[src/rtl/rf_pkg.sv]
// Shared constants and helpers for the register file with scoreboard.
// Imported by the read port and the top.
package rf_pkg;

    localparam int DATA_W_DEF = 32;
    localparam int ADDR_W_DEF = 5;

    typedef logic [ADDR_W_DEF-1:0] reg_addr_t;

    // LSB of port k in a packed bus whose fields are w bits wide.
    function automatic int unsigned port_lsb(
        input int unsigned k,
        input int unsigned w
    );
        return k * w;
    endfunction

endpackage

[src/rtl/rf_read_port.sv]
// One combinational read port: array mux, write bypass,
// zero-register override and busy masking.
module rf_read_port
    import rf_pkg::*;
#(
    parameter int DATA_W   = DATA_W_DEF,
    parameter int ADDR_W   = ADDR_W_DEF,
    parameter int ZERO_REG = 1,
    parameter int BYPASS   = 1
) (
    input  logic [ADDR_W-1:0]      ra,
    input  logic                   we,
    input  logic [ADDR_W-1:0]      wa,
    input  logic [DATA_W-1:0]      wd,
    input  logic [DATA_W-1:0]      mem [2**ADDR_W],
    input  logic [2**ADDR_W-1:0]   pend,
    output logic [DATA_W-1:0]      rd,
    output logic                   busy
);

    logic addr_hit;
    logic fwd;
    logic zero_ra;
    logic zero_wa;

    assign addr_hit = (BYPASS != 0) && we && (wa == ra);
    assign zero_wa  = (ZERO_REG != 0) && (wa == '0);
    assign zero_ra  = (ZERO_REG != 0) && (ra == '0);
    assign fwd      = addr_hit && !zero_wa;

    always_comb begin
        rd = mem[ra];
        if (fwd)
            rd = wd;
        if (zero_ra)
            rd = '0;
    end

    // A same-cycle writeback retires the producer, so the source is ready.
    assign busy = pend[ra] && !addr_hit;

endmodule

[src/rtl/rf_scoreboard.sv]
// Register file with N bypassing read ports and a per-register
// pending scoreboard for RAW/WAW hazard detection at decode.
module rf_scoreboard
    import rf_pkg::*;
#(
    parameter int DATA_W   = DATA_W_DEF,
    parameter int ADDR_W   = ADDR_W_DEF,
    parameter int NREAD    = 2,
    parameter int ZERO_REG = 1,
    parameter int BYPASS   = 1
) (
    input  logic                    clk,
    input  logic                    rst,
    input  logic                    we,
    input  logic [ADDR_W-1:0]       wa,
    input  logic [DATA_W-1:0]       wd,
    input  logic [NREAD*ADDR_W-1:0] ra,
    output logic [NREAD*DATA_W-1:0] rd,
    output logic [NREAD-1:0]        rd_busy,
    input  logic                    issue_en,
    input  logic [ADDR_W-1:0]       issue_rd,
    output logic                    issue_busy,
    input  logic                    flush,
    output logic [ADDR_W:0]         pend_cnt
);

    localparam int DEPTH = 2**ADDR_W;
    localparam logic [ADDR_W:0] ONE = (ADDR_W+1)'(1);

    logic [DATA_W-1:0] mem [DEPTH];
    logic [DEPTH-1:0]  pend;
    logic [DEPTH-1:0]  pend_nxt;
    logic [ADDR_W:0]   cnt_nxt;
    logic              issue_ok;
    logic              wr_ok;
    logic              inc;
    logic              dec;

    assign wr_ok    = we && !((ZERO_REG != 0) && (wa == '0));
    assign issue_ok = issue_en
                   && !((ZERO_REG != 0) && (issue_rd == '0));

    for (genvar k = 0; k < NREAD; k++) begin : g_rp
        rf_read_port #(
            .DATA_W   (DATA_W),
            .ADDR_W   (ADDR_W),
            .ZERO_REG (ZERO_REG),
            .BYPASS   (BYPASS)
        ) u_rp (
            .ra   (ra[port_lsb(k, ADDR_W) +: ADDR_W]),
            .we   (we),
            .wa   (wa),
            .wd   (wd),
            .mem  (mem),
            .pend (pend),
            .rd   (rd[port_lsb(k, DATA_W) +: DATA_W]),
            .busy (rd_busy[k])
        );
    end

    assign issue_busy = issue_en && pend[issue_rd]
                     && !(we && (wa == issue_rd));

    // A new issue outranks flush and writeback: it is a fresh producer.
    always_comb begin
        pend_nxt = pend;
        for (int r = 0; r < DEPTH; r++) begin
            if (flush)
                pend_nxt[r] = 1'b0;
            if (we && (wa == ADDR_W'(r)))
                pend_nxt[r] = 1'b0;
            if (issue_ok && (issue_rd == ADDR_W'(r)))
                pend_nxt[r] = 1'b1;
        end
    end

    // Writeback and issue to the same pending register cancel out.
    assign inc = issue_ok && !pend[issue_rd];
    assign dec = we && pend[wa]
              && !(issue_ok && (issue_rd == wa));

    always_comb begin
        cnt_nxt = pend_cnt;
        if (flush) begin
            cnt_nxt = issue_ok ? ONE : '0;
        end else begin
            if (inc)
                cnt_nxt = cnt_nxt + ONE;
            if (dec)
                cnt_nxt = cnt_nxt - ONE;
        end
    end

    always_ff @(posedge clk) begin
        if (rst) begin
            pend     <= '0;
            pend_cnt <= '0;
        end else begin
            pend     <= pend_nxt;
            pend_cnt <= cnt_nxt;
        end
    end

    always_ff @(posedge clk) begin
        if (rst) begin
            for (int i = 0; i < DEPTH; i++)
                mem[i] <= '0;
        end else if (wr_ok) begin
            mem[wa] <= wd;
        end
    end

endmodule

[config.mk]
export PLATFORM = sky130hd
export DESIGN_NAME = rf_scoreboard
export DESIGN_NICKNAME = d
export VERILOG_FILES = /design/src/rtl/rf_pkg.sv /design/src/rtl/rf_read_port.sv /design/src/rtl/rf_scoreboard.sv
export SDC_FILE = /design/constraint.sdc
export NUM_CORES = 2
export LEC_CHECK = 0
export CORE_MARGIN = 3
export CORE_UTILIZATION = 57
export DETAILED_ROUTE_END_ITERATION = 6
export PLACE_DENSITY = 0.76
export RECOVER_POWER = 50
export REMOVE_ABC_BUFFERS = 1
export SLEW_MARGIN = 20
export SYNTH_ARGS = -nofsm -noshare
export SYNTH_HDL_FRONTEND = slang
export SYNTH_SLANG_ARGS = --single-unit
[constraint.sdc]
create_clock -name clk -period 2.31 [get_ports clk]
set_input_delay 0.231 -clock clk [delete_from_list [all_inputs] [get_ports clk]]
set_output_delay 0.231 -clock clk [all_outputs]
set_load 0.005 [all_outputs]
# Word level (Yosys, flattened, before mapping)

Cells that the tools add are included.

Register bits: 1062
Bits of input ports: 57
Output and inout bits: 73
Word-level logic and storage cells: 358

Add/sub/neg operators: 2
Order comparisons: 8
Equality and inequality tests: 66
Mux-type cells: 91
Bitwise logic cells: 3
Reduce and logical (&&, ||, !) cells: 123

Operators by type and width:

| kind                | count |
|---|---|
| $bwmux 1024         | 1 |
| $bmux 32 s5         | 2 |
| $mux 32             | 9 |
| $demux 32 s5        | 1 |
| $eq 5x5->1 const B  | 32 |
| $reduce_bool 3->1   | 32 |
| $eq 5x4->1 const B  | 16 |
| $logic_and 1x1->1   | 80 |
| $mux 1              | 70 |
| $eq 5x3->1 const B  | 8 |
| $lt 5x6->1 const B  | 4 |
| $mux 6              | 4 |
| $bmux 1 s5          | 4 |
| $eq 5x2->1 const B  | 4 |
| $eq 5x5->1          | 4 |
| $logic_not 5->1     | 4 |
| $ge 6x6->1 const B  | 3 |
| $not 5->6           | 3 |
| $eq 5x1->1 const B  | 2 |
| $logic_not 1->1     | 7 |
| $add 6x1->6 const B | 1 |
| $lt 6x1->1 const B  | 1 |
| $sub 6x1->6 const B | 1 |

# Logic depth before layout (Yosys ltp)

Depth in word-level cells: 9
Mapped depth: 11
Depth with buffers taken out: 9

# Cells and area by module

A second synthesis with hierarchy kept.

Cell total of the unflattened synthesis: 7080
Area, all modules: 56870.8 um^2

By module, submodules not included:

| module        | times used | cells an instance | area an instance (um^2) |
|---|---|---|---|
| rf_scoreboard | 1          | 4748              | 37302.0 |
| rf_read_port  | 2          | 1166              | 9784.4 |

# Worst setup path before layout

Ideal clock, no wire load.

Path kind: input-to-output
From: in ra[0]
To: out rd_busy[0]
Arrival: 2.223 ns
Setup slack: -0.144 ns
Stages on the path: 8
Cell sequence: clkbuf_1 -> buf_2 -> buf_2 -> mux4_2 -> mux4_2 -> mux2i_1 -> nor2_1 -> buf_4

Longest elaborated chain between the ends: 4

RTL lines:

| what                                               | line                | RTL |
|---|---|---|
| start, declared                                    | rf_scoreboard.sv:17 | `input logic [NREAD*ADDR_W-1:0] ra,` |
| branches (longest 3 deep; another with $bmux 1 s5) | --                  |  |
| $logic_and 1x1->1 *                                | rf_read_port.sv:40  | `assign busy = pend[ra] && !addr_hit;` |
| end, declared                                      | rf_scoreboard.sv:19 | `output logic [NREAD-1:0] rd_busy,` |

Mark *: on every way between the ends. The select of a mux whose other input is x is not followed.

# Worst setup path after layout

From: reg mem[271] (netlist bit)
To: out rd[15]

Longest elaborated chain between the ends: 5

RTL lines:

| what                                        | line                 | RTL |
|---|---|---|
| start, declared                             | rf_scoreboard.sv:30  | `logic [DATA_W-1:0] mem [DEPTH];` |
| start signal, assigned by index             | rf_scoreboard.sv:109 | `mem[wa] <= wd;` |
| $bmux 32 s5                                 | rf_read_port.sv:32   | `rd = mem[ra];` |
| $mux 32 (implied by the code) (2 in series) | rf_read_port.sv:32   |  |
| $mux 32                                     | rf_read_port.sv:33   | `if (fwd)` |
| $mux 32                                     | rf_read_port.sv:35   | `if (zero_ra)` |
| end, declared                               | rf_scoreboard.sv:18  | `output logic [NREAD*DATA_W-1:0] rd,` |

No other way between the ends. The select of a mux whose other input is x is not followed.

==> metrics.yaml <==
floorplanning:
  die_height_um: 316
  floorplan.initialDensity_pct: 57.6
  dieArea_um2: 99900
  boundaryPins: 130
  rows: 113
  fp.dieW_um: 316
  fp.coreArea_um2: 95200
detailed_routing:
  avgRoutedWirePerCell_um: 29.0
  routed_wl_um: 213000
  drtIter0Drc: 7911
  ant_nets: 0
  vias: 50900
  drc_errors: 7
  via_per_inst: 6.93
  drtPass1Iterations: 7
global_routing:
  antenna_found_initial: 3
  gr-total-overflow: 0
  grt_pass1_vias: 50900
  grt_pass1_wl_um: 314000
  track_usage_pct: 42.2
  grt_max_degree: 163
yosys:
  syn_area_um2: 54800
  synthSimpleGateAreaFrac_pct: 16.1
  synthCells: 5857
  synth_top_family_by_area: "multiplexers"
  synth-edff-count: 0
  synthMuxAreaShare_pct: 29.0
  synth-compound-area-share_pct: 10.9
  ys_types: 55
  synthArstFlopShare_pct: 0
  yosys_warnings: 0
  ys_seq_area_share_pct: 38.8
  synth_xor_area_share_pct: 0.393
  synthAdderAreaFrac_pct: 0.0456
  ys_ff_latch: 1062
  synthFlopType: "dfxtp_1"
  avgSynthCellArea_um2: 9.36
sta:
  fin_hold_ws_ns: 0.180
  setup-tns-final_ns: -47.41
  fmax_mhz: 348
  fin_crit_sh_pct: 125
  worst_slack_ns: -0.566
  drv_slew: 166
  period_minus_slack_ns: 2.88
  worst_pin_slew_ns: 1.77
  relSlewSlack_pct: -18.3
  rsz0062_at_grt: "yes"
  fin_skew_ns: 0.0101
  finalSetupViolCount: 462
  hold_viol: 0
final_layout:
  area_growth_pct: 20.1
  drive_gt1_share_pct: 29.0
  final_core_util_pct: 69.2
  final_cells: 7345
  num-nets-final: 6045
power_and_ir_drop:
  peakVddDrop_uv: 613
  p_per_area_nw_per_um2: 633
  cellLeakagePower_nw: 22.0
critical_path:
  end_kind: "output pin"
  cp_max_fo: 3
  required_ns: 2.08
  worstSetupPathType: "flop to output pin"
  reg2reg_depth: 10
  crit_arrival_ns: 2.65
  startpoint_type: "flop"
placement:
  io_buffers: 129
  dp_cells: 7124
  place_ws_ns: -0.676
  hpwl_um: 135000
  place_congestion: 0.970
cts:
  cts_tree: "done"
  clkLatencyLatePin_ns: 0.71
  h-tree-depth: 3
  cts.clk_slew.worst_paths_ns: 0.06
  cts_buffer_depth: 3
  cts_root_buffer: "clkbuf_16"
  cts_made_buffers: 109
  clock-sinks: 1062
outcome:
  status: "finished, violations left"
  violations: "design-rule violations, max-capacitance violations, max-slew violations, negative setup slack"
run:
  drv_cap: 2
min_path:
  hp-class: "primary input to flop"
  holdPathStages: 3
metrics by stage:
stage | instance area (um2) | total power, mW
2_1_floorplan | 52200 | 20.0
3_3_place_gp | 61700 | 22.6
3_5_place_dp | 61700 | 22.7
4_1_cts | 65900 | 41.5
5_1_grt | 65900 | 42.5
6_report | 65900 | 41.7
final timing paths:
path            endpoint  slack (ns)      from
min reg2reg      mem[19]        0.46   mem[19]
max reg2reg  pend_cnt[1]       -0.17   pend[3]
min             mem[305]        0.18    wd[17]
max               rd[15]       -0.57  mem[271]
per-layer routing:
layer / global-route usage (%) / part of all wire [%]
met1: 50.7 / 31
met2: 61.2 / 42
met3: 14.7 / 16
met4: 35.2 / 11
met5: 0.435 / 0.051
sequential cells by signal, summed over array words and instances, names as in the netlist:
name / count
mem: 1024
pend_cnt: 6
pend: 32
cell usage after synthesis (2+ instances only):
library cell	n	share of area, %
a211oi_1	68	0.93
a21oi_1	1001	9.1
a32o_1	25	0.46
and2_1	3	0.034
and3_1	4	0.046
buf_1	15	0.10
buf_2	66	0.60
buf_4	30	0.41
buf_6	2	0.041
clkbuf_1	524	3.6
dfxtp_1	1062	39
ha_1	2	0.046
inv_1	4	0.027
mux2_2	4	0.082
mux2i_1	75	1.4
mux4_2	671	28
nand2_1	2033	14
nand2b_1	6	0.068
nand3_1	8	0.073
nand3b_1	9	0.12
nand4_1	4	0.046
nor2_1	120	0.82
nor2b_1	43	0.49
nor3_1	8	0.073
nor3b_1	2	0.027
nor3b_2	2	0.046
nor4_1	3	0.034
o211ai_1	4	0.055
o21ai_0	2	0.018
o21ai_2	3	0.048
o41ai_2	2	0.059
or2_2	7	0.080
or3_1	2	0.023
or4_1	2	0.027
xnor2_1	11	0.18
xor2_1	11	0.18
cell usage in the layout, fill, tap and decap left out, types with 7 or more instances in the layout:
cell             instances
clkbuf_1                33
buf_4                  307
buf_2                   62
nor2b_1                 43
dfxtp_1                897
nor3_1                   7
bufinv_16               18
a32o_1                  25
a211oi_1                32
nand2_2                 11
clkbuf_2                11
nand3_1                  8
xnor2_1                  8
dfxtp_2                165
xor2_1                  11
mux2i_1                 35
nand2_1               2019
buf_6                   23
clkdlybuf4s50_1         51
clkbuf_4                 9
mux4_2                 671
nor2_4                  33
clkbuf_8                22
nor2_1                  85
mux2i_4                 16
clkbuf_16              110
buf_12                 171
clkinv_2                19
a21oi_1                999
mux2i_2                 24
a211oi_2                36
nand3b_1                 9
worst max-delay path: stages (launching register included):
cell and delay (ns):
dfxtp_2 0.33, mux4_2 0.47, mux4_2 0.52, mux2i_2 0.19, buf_4 0.19, a211oi_2 0.08, buf_2 0.14
where the power goes:
group / switching, mW / leakage [nW] / internal, mW / total, mW
clock network: 7.80 / 1.91 / 11.4 / 19.2
logic: 2.31 / 11.5 / 1.55 / 3.86
registers: 0.111 / 8.64 / 18.4 / 18.6
total: 10.2 / 22.0 / 31.4 / 41.7
final cells by class:
type,count,area (um2)
tap,1265,1580
sequential,1062,21500
clock inverter,50,753
multi-input combinational,4154,31800
clock buffer,154,3130
fill,6630,29300
inverter,4,15.0
antenna,1,2.50
timing repair buffer,655,7110
kinds of logic (layout without fill, tap and decap cells):
logic type,Yosys count,count (layout)
DFF,1062,1062
muxes,750,750
other,0,1
and+or+nand+nor,2263,2263
xor gates and xnor gates,23,23
AOI/OAI and AO/OA,1116,1116
adders and majority gates,2,2
buffers and inverters,641,863
timing repair:
item,4_1_cts,5_1_grt
buffers inserted,15,9
resized for setup,452,97
setup endpoints to repair,71,73
hold buffers,1,0
hold endpoints to repair,6,0
pin swaps,74,35
(Power assumes the default switching activity.)
